**config.mk**
```make
export PLATFORM = sky130hd
export DESIGN_NAME = intc_route_sched
export DESIGN_NICKNAME = d
export VERILOG_FILES = /design/src/rtl/intc_route_sched_pkg.sv /design/src/rtl/intc_rr_arbiter.sv /design/src/rtl/intc_route_sched.sv
export SDC_FILE = /design/constraint.sdc
export NUM_CORES = 1
export LEC_CHECK = 0
export ABC_AREA = 1
export BUFFER_PORTS_ARGS = -buffer_cell sky130_fd_sc_hd__buf_2
export CAP_MARGIN = 20
export CORE_AREA = 4 4 154 156
export DETAILED_ROUTE_END_ITERATION = 6
export DIE_AREA = 0 0 158 160
export PLACE_DENSITY = 0.75
export SYNTH_ARGS = -nofsm -noshare
export SYNTH_HDL_FRONTEND = slang
export SYNTH_SLANG_ARGS = --single-unit
```
**constraint.sdc**
```tcl
create_clock -name clk -period 4.25 [get_ports clk]
set_clock_uncertainty 0.2 [all_clocks]
set_input_delay 0.2125 -clock clk [delete_from_list [all_inputs] [get_ports clk]]
set_output_delay 0.2125 -clock clk [all_outputs]
set_load 0.1 [all_outputs]
```
**src/rtl/intc_route_sched_pkg.sv**
```systemverilog
// Shared constants and types for the interconnect route scheduler.
// The select encoding is {valid, 10'b0, index} on a 16-bit bus.
package intc_route_sched_pkg;

    localparam int STAGE_NUM     = 9;
    localparam int SLOT_NUM      = 20;
    localparam int MODULE_NUM    = 20;
    localparam int SEL_W         = 16;
    localparam int SEL_VALID_BIT = 15;
    localparam int SEL_IDX_W     = 5;
    localparam int LEN_W         = 16;

    typedef enum logic {
        ST_IDLE = 1'b0,
        ST_RUN  = 1'b1
    } sched_state_t;

    typedef struct packed {
        logic [SEL_IDX_W-1:0] slot;
        logic [SEL_IDX_W-1:0] mod;
        logic [LEN_W-1:0]     len;
    } route_req_t;

    function automatic logic [SEL_W-1:0] make_sel(input logic vld, input logic [SEL_IDX_W-1:0] idx);
        logic [SEL_W-1:0] sel;
        sel = '0;
        if (vld) begin
            sel[SEL_VALID_BIT]   = 1'b1;
            sel[SEL_IDX_W-1:0]   = idx;
        end
        return sel;
    endfunction

endpackage

```
**src/rtl/intc_rr_arbiter.sv**
```systemverilog
// Round-robin arbiter: picks the first asserted request at or after the
// pointer; the pointer moves past the winner whenever a grant is taken.
module intc_rr_arbiter #(
    parameter int NUM_REQ = 4,
    parameter int IDW     = 2
) (
    input  logic               clk,
    input  logic               rstn,
    input  logic [NUM_REQ-1:0] i_req,
    input  logic               i_take,
    output logic               o_any,
    output logic [IDW-1:0]     o_idx,
    output logic [NUM_REQ-1:0] o_onehot
);

    logic [IDW-1:0] r_ptr;
    logic [IDW-1:0] w_next_ptr;

    // Scan from the far end back toward the pointer so the last hit wins.
    always_comb begin
        int p;
        p        = 0;
        o_any    = 1'b0;
        o_idx    = '0;
        o_onehot = '0;
        for (int k = NUM_REQ - 1; k >= 0; k--) begin
            p = int'(r_ptr) + k;
            if (p >= NUM_REQ) begin
                p = p - NUM_REQ;
            end
            if (i_req[p[IDW-1:0]]) begin
                o_any = 1'b1;
                o_idx = p[IDW-1:0];
            end
        end
        if (o_any) begin
            o_onehot[o_idx] = 1'b1;
        end
    end

    assign w_next_ptr = (int'(o_idx) == NUM_REQ - 1) ? '0 : o_idx + 1'b1;

    always_ff @(posedge clk or negedge rstn) begin
        if (!rstn) begin
            r_ptr <= '0;
        end else if (i_take) begin
            r_ptr <= w_next_ptr;
        end
    end

endmodule

```
**src/rtl/intc_route_sched.sv**
```systemverilog
// Transfer scheduler: arbitrates requesters, issues one beat per cycle into
// a STAGE_NUM-deep select pipeline and reports completion per requester.
module intc_route_sched #(
    parameter int NUM_REQ    = 4,
    parameter int STAGE_NUM  = intc_route_sched_pkg::STAGE_NUM,
    parameter int SLOT_NUM   = intc_route_sched_pkg::SLOT_NUM,
    parameter int MODULE_NUM = intc_route_sched_pkg::MODULE_NUM
) (
    input  logic                    clk,
    input  logic                    rstn,
    input  logic [NUM_REQ-1:0]      req_valid,
    input  logic [NUM_REQ*5-1:0]    req_slot,
    input  logic [NUM_REQ*5-1:0]    req_module,
    input  logic [NUM_REQ*16-1:0]   req_len,
    output logic [NUM_REQ-1:0]      grant,
    output logic [NUM_REQ-1:0]      done,
    output logic                    err,
    output logic [STAGE_NUM*16-1:0] module_select,
    output logic [STAGE_NUM*16-1:0] slot_select,
    output logic                    busy
);

    import intc_route_sched_pkg::*;

    localparam int IDW = (NUM_REQ > 1) ? $clog2(NUM_REQ) : 1;

    typedef struct packed {
        logic                 vld;
        logic                 last;
        logic [IDW-1:0]       tag;
        logic [SEL_IDX_W-1:0] slot;
        logic [SEL_IDX_W-1:0] mod;
    } stage_t;

    sched_state_t          r_state;
    sched_state_t          w_state_next;
    logic [LEN_W-1:0]      r_cnt;
    logic [SEL_IDX_W-1:0]  r_cur_slot;
    logic [SEL_IDX_W-1:0]  r_cur_mod;
    logic [IDW-1:0]        r_cur_id;
    logic [NUM_REQ-1:0]    r_grant;
    logic [NUM_REQ-1:0]    r_done;
    logic                  r_err;

    logic                  w_any;
    logic [IDW-1:0]        w_win;
    logic [NUM_REQ-1:0]    w_win_oh;
    route_req_t            w_win_req;
    logic                  w_beat;
    logic                  w_last_beat;
    logic                  w_arb_en;
    logic                  w_take;
    logic                  w_legal;
    logic [STAGE_NUM-1:0]  w_stg_vld;
    stage_t                w_tail;

    intc_rr_arbiter #(
        .NUM_REQ (NUM_REQ),
        .IDW     (IDW)
    ) u_arb (
        .clk      (clk),
        .rstn     (rstn),
        .i_req    (req_valid),
        .i_take   (w_take),
        .o_any    (w_any),
        .o_idx    (w_win),
        .o_onehot (w_win_oh)
    );

    assign w_win_req = {req_slot[int'(w_win)*SEL_IDX_W +: SEL_IDX_W],
                        req_module[int'(w_win)*SEL_IDX_W +: SEL_IDX_W],
                        req_len[int'(w_win)*LEN_W +: LEN_W]};

    assign w_beat      = (r_state == ST_RUN);
    assign w_last_beat = w_beat && (r_cnt == 16'd1);
    // Re-arbitrating on the last beat lets the next transfer follow without a gap.
    assign w_arb_en    = (r_state == ST_IDLE) || w_last_beat;
    assign w_take      = w_arb_en && w_any;
    assign w_legal     = (int'(w_win_req.slot) < SLOT_NUM) &&
                         (int'(w_win_req.mod) < MODULE_NUM) &&
                         (w_win_req.len != '0);

    always_ff @(posedge clk or negedge rstn) begin
        if (!rstn) begin
            r_state <= ST_IDLE;
        end else begin
            r_state <= w_state_next;
        end
    end

    always_comb begin
        w_state_next = r_state;
        case (r_state)
            ST_IDLE: begin
                if (w_take && w_legal) begin
                    w_state_next = ST_RUN;
                end
            end
            ST_RUN: begin
                if (w_last_beat) begin
                    w_state_next = (w_take && w_legal) ? ST_RUN : ST_IDLE;
                end
            end
            default: w_state_next = ST_IDLE;
        endcase
    end

    always_ff @(posedge clk or negedge rstn) begin
        if (!rstn) begin
            r_cnt      <= '0;
            r_cur_slot <= '0;
            r_cur_mod  <= '0;
            r_cur_id   <= '0;
            r_grant    <= '0;
            r_err      <= 1'b0;
        end else begin
            r_grant <= w_take ? w_win_oh : '0;
            r_err   <= w_take && !w_legal;
            if (w_beat) begin
                r_cnt <= r_cnt - 1'b1;
            end
            if (w_take && w_legal) begin
                r_cnt      <= w_win_req.len;
                r_cur_slot <= w_win_req.slot;
                r_cur_mod  <= w_win_req.mod;
                r_cur_id   <= w_win;
            end
        end
    end

    genvar gi;
    generate
        for (gi = 0; gi < STAGE_NUM; gi++) begin : g_stage
            stage_t r_stg;
            if (gi == 0) begin : g_head
                always_ff @(posedge clk or negedge rstn) begin
                    if (!rstn) begin
                        r_stg <= '0;
                    end else begin
                        r_stg.vld  <= w_beat;
                        r_stg.last <= w_last_beat;
                        r_stg.tag  <= w_beat ? r_cur_id   : '0;
                        r_stg.slot <= w_beat ? r_cur_slot : '0;
                        r_stg.mod  <= w_beat ? r_cur_mod  : '0;
                    end
                end
            end else begin : g_body
                always_ff @(posedge clk or negedge rstn) begin
                    if (!rstn) begin
                        r_stg <= '0;
                    end else begin
                        r_stg <= g_stage[gi-1].r_stg;
                    end
                end
            end
            assign w_stg_vld[gi]                = r_stg.vld;
            assign module_select[gi*16 +: 16]   = make_sel(r_stg.vld, r_stg.mod);
            assign slot_select[gi*16 +: 16]     = make_sel(r_stg.vld, r_stg.slot);
        end
    endgenerate

    assign w_tail = g_stage[STAGE_NUM-1].r_stg;

    always_ff @(posedge clk or negedge rstn) begin
        if (!rstn) begin
            r_done <= '0;
        end else begin
            r_done <= '0;
            if (w_tail.vld && w_tail.last) begin
                r_done[w_tail.tag] <= 1'b1;
            end
        end
    end

    assign grant = r_grant;
    assign done  = r_done;
    assign err   = r_err;
    assign busy  = (r_state == ST_RUN) || (|w_stg_vld);

endmodule

```
==> results_dict.tcl <==
set metrics [dict create \
    vias 6963 \
    power_density_mw_per_mm2 390.9 \
    cp_data_arrival_time_ns 3.82 \
    p_leak_nw 6.674 \
    crit_chain "nand2_1 > o21ai_1 > nand2_1 > nand3_2 > nand3_4 > nand2_8 > buf_4 > a21oi_1 > o21ai_0 > nand2_1 > nand2_1 > nand2_1 > inv_2 > nand3_4 > buf_4 > nand2_1 > nand2_1" \
    crit_top_cell "nand2_1" \
    fin_ws_ns 0.5218 \
    gp_congestion 0.9058 \
    dpl-instance-area_sq_mm 0.009589 \
    yosys.area_share.adder_pct 0.8247 \
    setup_viol 0 \
    antenna_cells 0 \
    crit_type "flip-flop to flip-flop" \
    cpPeakStageDelay_ns 0.56 \
    via_per_inst 4.303 \
    dp_hpwl_mm 16.79 \
    cts_tree "built" \
    rows 55 \
    syn_area_sq_mm 0.009102 \
    grt_pass1_vias 6675 \
    pre_cts_ws_ns 0.3560 \
    worst_pin_slew_ns 0.9444 \
    drive_above_1_share_pct 21.53 \
    instances_no_fill 1618 \
    r2r_setup_slack_ns 0.52 \
    ant_nets 0 \
    core_area_sq_mm 0.02237 \
    fin_util_pct 45.73 \
    finalNetCount 1438 \
    cp_top_family "simple AND/OR/NAND/NOR gates" \
    drt-wirelength-per-cell_microns 13.08 \
    synth_top_family_by_area "buffers and inverters" \
    slowest_stage "dfrtp_1" \
    grt_overflow 0 \
    ys_warn_count 0 \
    start_kind "flip-flop" \
    syn_to_final_growth_pct 12.36 \
    ios 408 \
    grt_max_degree 110 \
    wl_mm 21.17 \
    cts_buffers 17 \
    min_period_ns 3.728 \
    clockRootBuffer "clkbuf_16" \
    hold_viol 0 \
    synth-xor-area-share_pct 0.5773 \
    relSlewSlack_pct 37.04 \
    synth_mux_area_share_pct 0 \
    syn_avg_cell_area_sq_um 8.106 \
    cts_max_level 4 \
    maxCapViolations 0 \
    antenna_found_initial 0 \
    die_x_microns 158 \
    final.setup.tns_ns 0 \
    hold_path_class "input port to flip-flop" \
    path_clk_slew_ns 0.06 \
    yosys.area_share.simple_pct 23.30 \
    die_area_sq_mm 0.02528 \
    fin_crit_sh_pct 87.72 \
    synthCells 1123 \
    clk_path_buf_depth 2 \
    io_buffers 227 \
    drt-initial-drc-count 472 \
    grt_first_pass_wirelength_mm 32.82 \
    outcome "finished, final reports clean" \
    ys_seq_area_share_pct 45.64 \
    rsz0062_at_grt "no" \
    cts.sinks 166 \
    worst_ep_required_time_ns 4.34 \
    dp_cells 1582 \
    final_area_sq_mm 0.01023 \
    whs_ns 0.01745 \
    max_freq_mhz 268.2 \
    slew_violations 0 \
    finalPower_mw 3.998 \
    grt.total_usage_pct 15.97 \
    die_y_microns 160 \
    cp.buffers_inverters 3 \
    ir_drop_mv 0.2503 \
    synth_cell_types 37 \
    crit_fanout 38 \
    dr.pass1.iters 5 \
    fillers 2139 \
    initial_core_util_pct 40.70 \
    drc 0 \
    synth-compound-area-share_pct 2.680 \
    clk_latency_ns 0.41 \
    critPathCaptureType "flip-flop" \
    ys_seq_elements 166 \
]
-- cells in the final DEF (no fill, tap or decap), drive strengths merged --
cell type,n
o21ai,27
xnor2,3
nor3,6
inv,195
clkinv,4
o31ai,2
nand4,16
or3,1
buf,233
nand3b,23
nor4,3
xor2,3
o32ai,3
clkbuf,19
ha,6
nand2,296
dfrtp,166
nand3,83
conb,180
o22ai,1
or2,2
a21oi,7
nor2,43
dlygate4sd3,5
bufinv,2
o211ai,2
clkinvlp,2
-- synth_stat cells --
master | n | share of area (%)
or3_1 | 1 | 0.069
ha_1 | 6 | 0.82
buf_1 | 1 | 0.041
a21oi_1 | 7 | 0.38
inv_1 | 186 | 7.7
o22ai_1 | 1 | 0.069
clkbuf_1 | 16 | 0.66
nand2_2 | 3 | 0.21
nor2_2 | 3 | 0.21
buf_6 | 7 | 0.87
buf_4 | 206 | 17
nand3_2 | 2 | 0.22
nor2_8 | 1 | 0.22
o211ai_1 | 2 | 0.16
inv_4 | 1 | 0.069
nand3b_1 | 23 | 1.9
nand4_1 | 16 | 1.1
nand2_4 | 3 | 0.37
nor4_1 | 3 | 0.21
buf_2 | 8 | 0.44
xnor2_1 | 3 | 0.29
o21ai_0 | 17 | 0.93
dfrtp_1 | 166 | 46
o31ai_1 | 2 | 0.16
nand2_1 | 289 | 12
nor2_4 | 1 | 0.12
nor2_1 | 38 | 1.6
o21ai_4 | 1 | 0.18
nand3_1 | 79 | 4.3
o32ai_1 | 3 | 0.29
nand3_4 | 2 | 0.38
or2_2 | 2 | 0.14
o21ai_1 | 9 | 0.49
conb_1 | 1 | 0.041
xor2_1 | 3 | 0.29
inv_2 | 5 | 0.21
nor3_1 | 6 | 0.33
-- layout make-up --
cell class / count / area (sq um) / area share, %
Multi-Input combinational cell: 707 / 3188 / 31.17
Tap cell: 285 / 356.6 / 3.487
Timing Repair Buffer: 238 / 1237 / 12.10
Sequential cell: 166 / 4154 / 40.62
Clock buffer: 19 / 442.9 / 4.331
Inverter: 192 / 723.2 / 7.071
Clock inverter: 11 / 125.1 / 1.223
-- final timing paths --
path,cells after the start,start,to
setup reg to reg,17,u_arb.r_ptr[0]$_DFFE_PN0P_,r_cur_slot[0]$_DFFE_PN0P_
hold / removal,5,req_module[17],r_cur_mod[2]$_DFFE_PN0P_
setup / recovery,17,u_arb.r_ptr[0]$_DFFE_PN0P_,r_cur_slot[0]$_DFFE_PN0P_
hold reg to reg,0,g_stage[7].r_stg[10]$_DFF_PN0_,g_stage[8].r_stg[10]$_DFF_PN0_
max in group asynchronous,3,rstn,g_stage[0].r_stg[4]$_DFF_PN0_
min in group asynchronous,2,rstn,g_stage[8].r_stg[4]$_DFF_PN0_
-- routing by layer --
metal	vias up	track usage [%]	wire length [microns]
li1	3408	-	-
met1	3190	18.94	8132
met2	334	28.21	10790
met3	31	4.119	1748
met4	0	4.924	505
met5	-	0	0
-- sequential cells by signal, indices dropped and copies added (netlist names) --
name           flops
g_stage.r_stg    126
r_cnt             16
r_cur_mod          5
r_cur_slot         5
done               4
grant              4
r_cur_id           2
u_arb.r_ptr        2
err                1
r_state            1
-- worst min-delay path, cell delays in order --
cell and delay [ns]:
buf_2 0.10, nand2_1 0.06, nand3_1 0.06, nand2_1 0.09
o21ai_1 0.07
-- report_power, final --
| part | internal (mW) | switching (mW) |
|---|---|---|
| clock network | 0.877 | 0.593 |
| registers | 1.58 | 0 |
| logic | 0.0930 | 0.855 |
| total | 2.55 | 1.45 |
-- repair_timing --
| action | 4_1_cts | 5_1_grt |
|---|---|---|
| hold buffers | 5 | 0 |
| resized for setup | 0 | 1 |
| setup buffers | 0 | 0 |
| hold endpoints to repair | 109 | 0 |
| setup endpoints to repair | 0 | 13 |
-- cells by family (layout without fill, tap and decap cells) --
kind of cell	Yosys count	after routing
XOR/XNOR	6	6
flip-flops	166	166
adder cells (fa/ha/maj)	6	6
AND/OR/NAND/NOR	472	473
other	1	180
AO/OA/AOI/OAI	42	42
buffers and inverters	430	460
(Power assumes the default switching activity.)
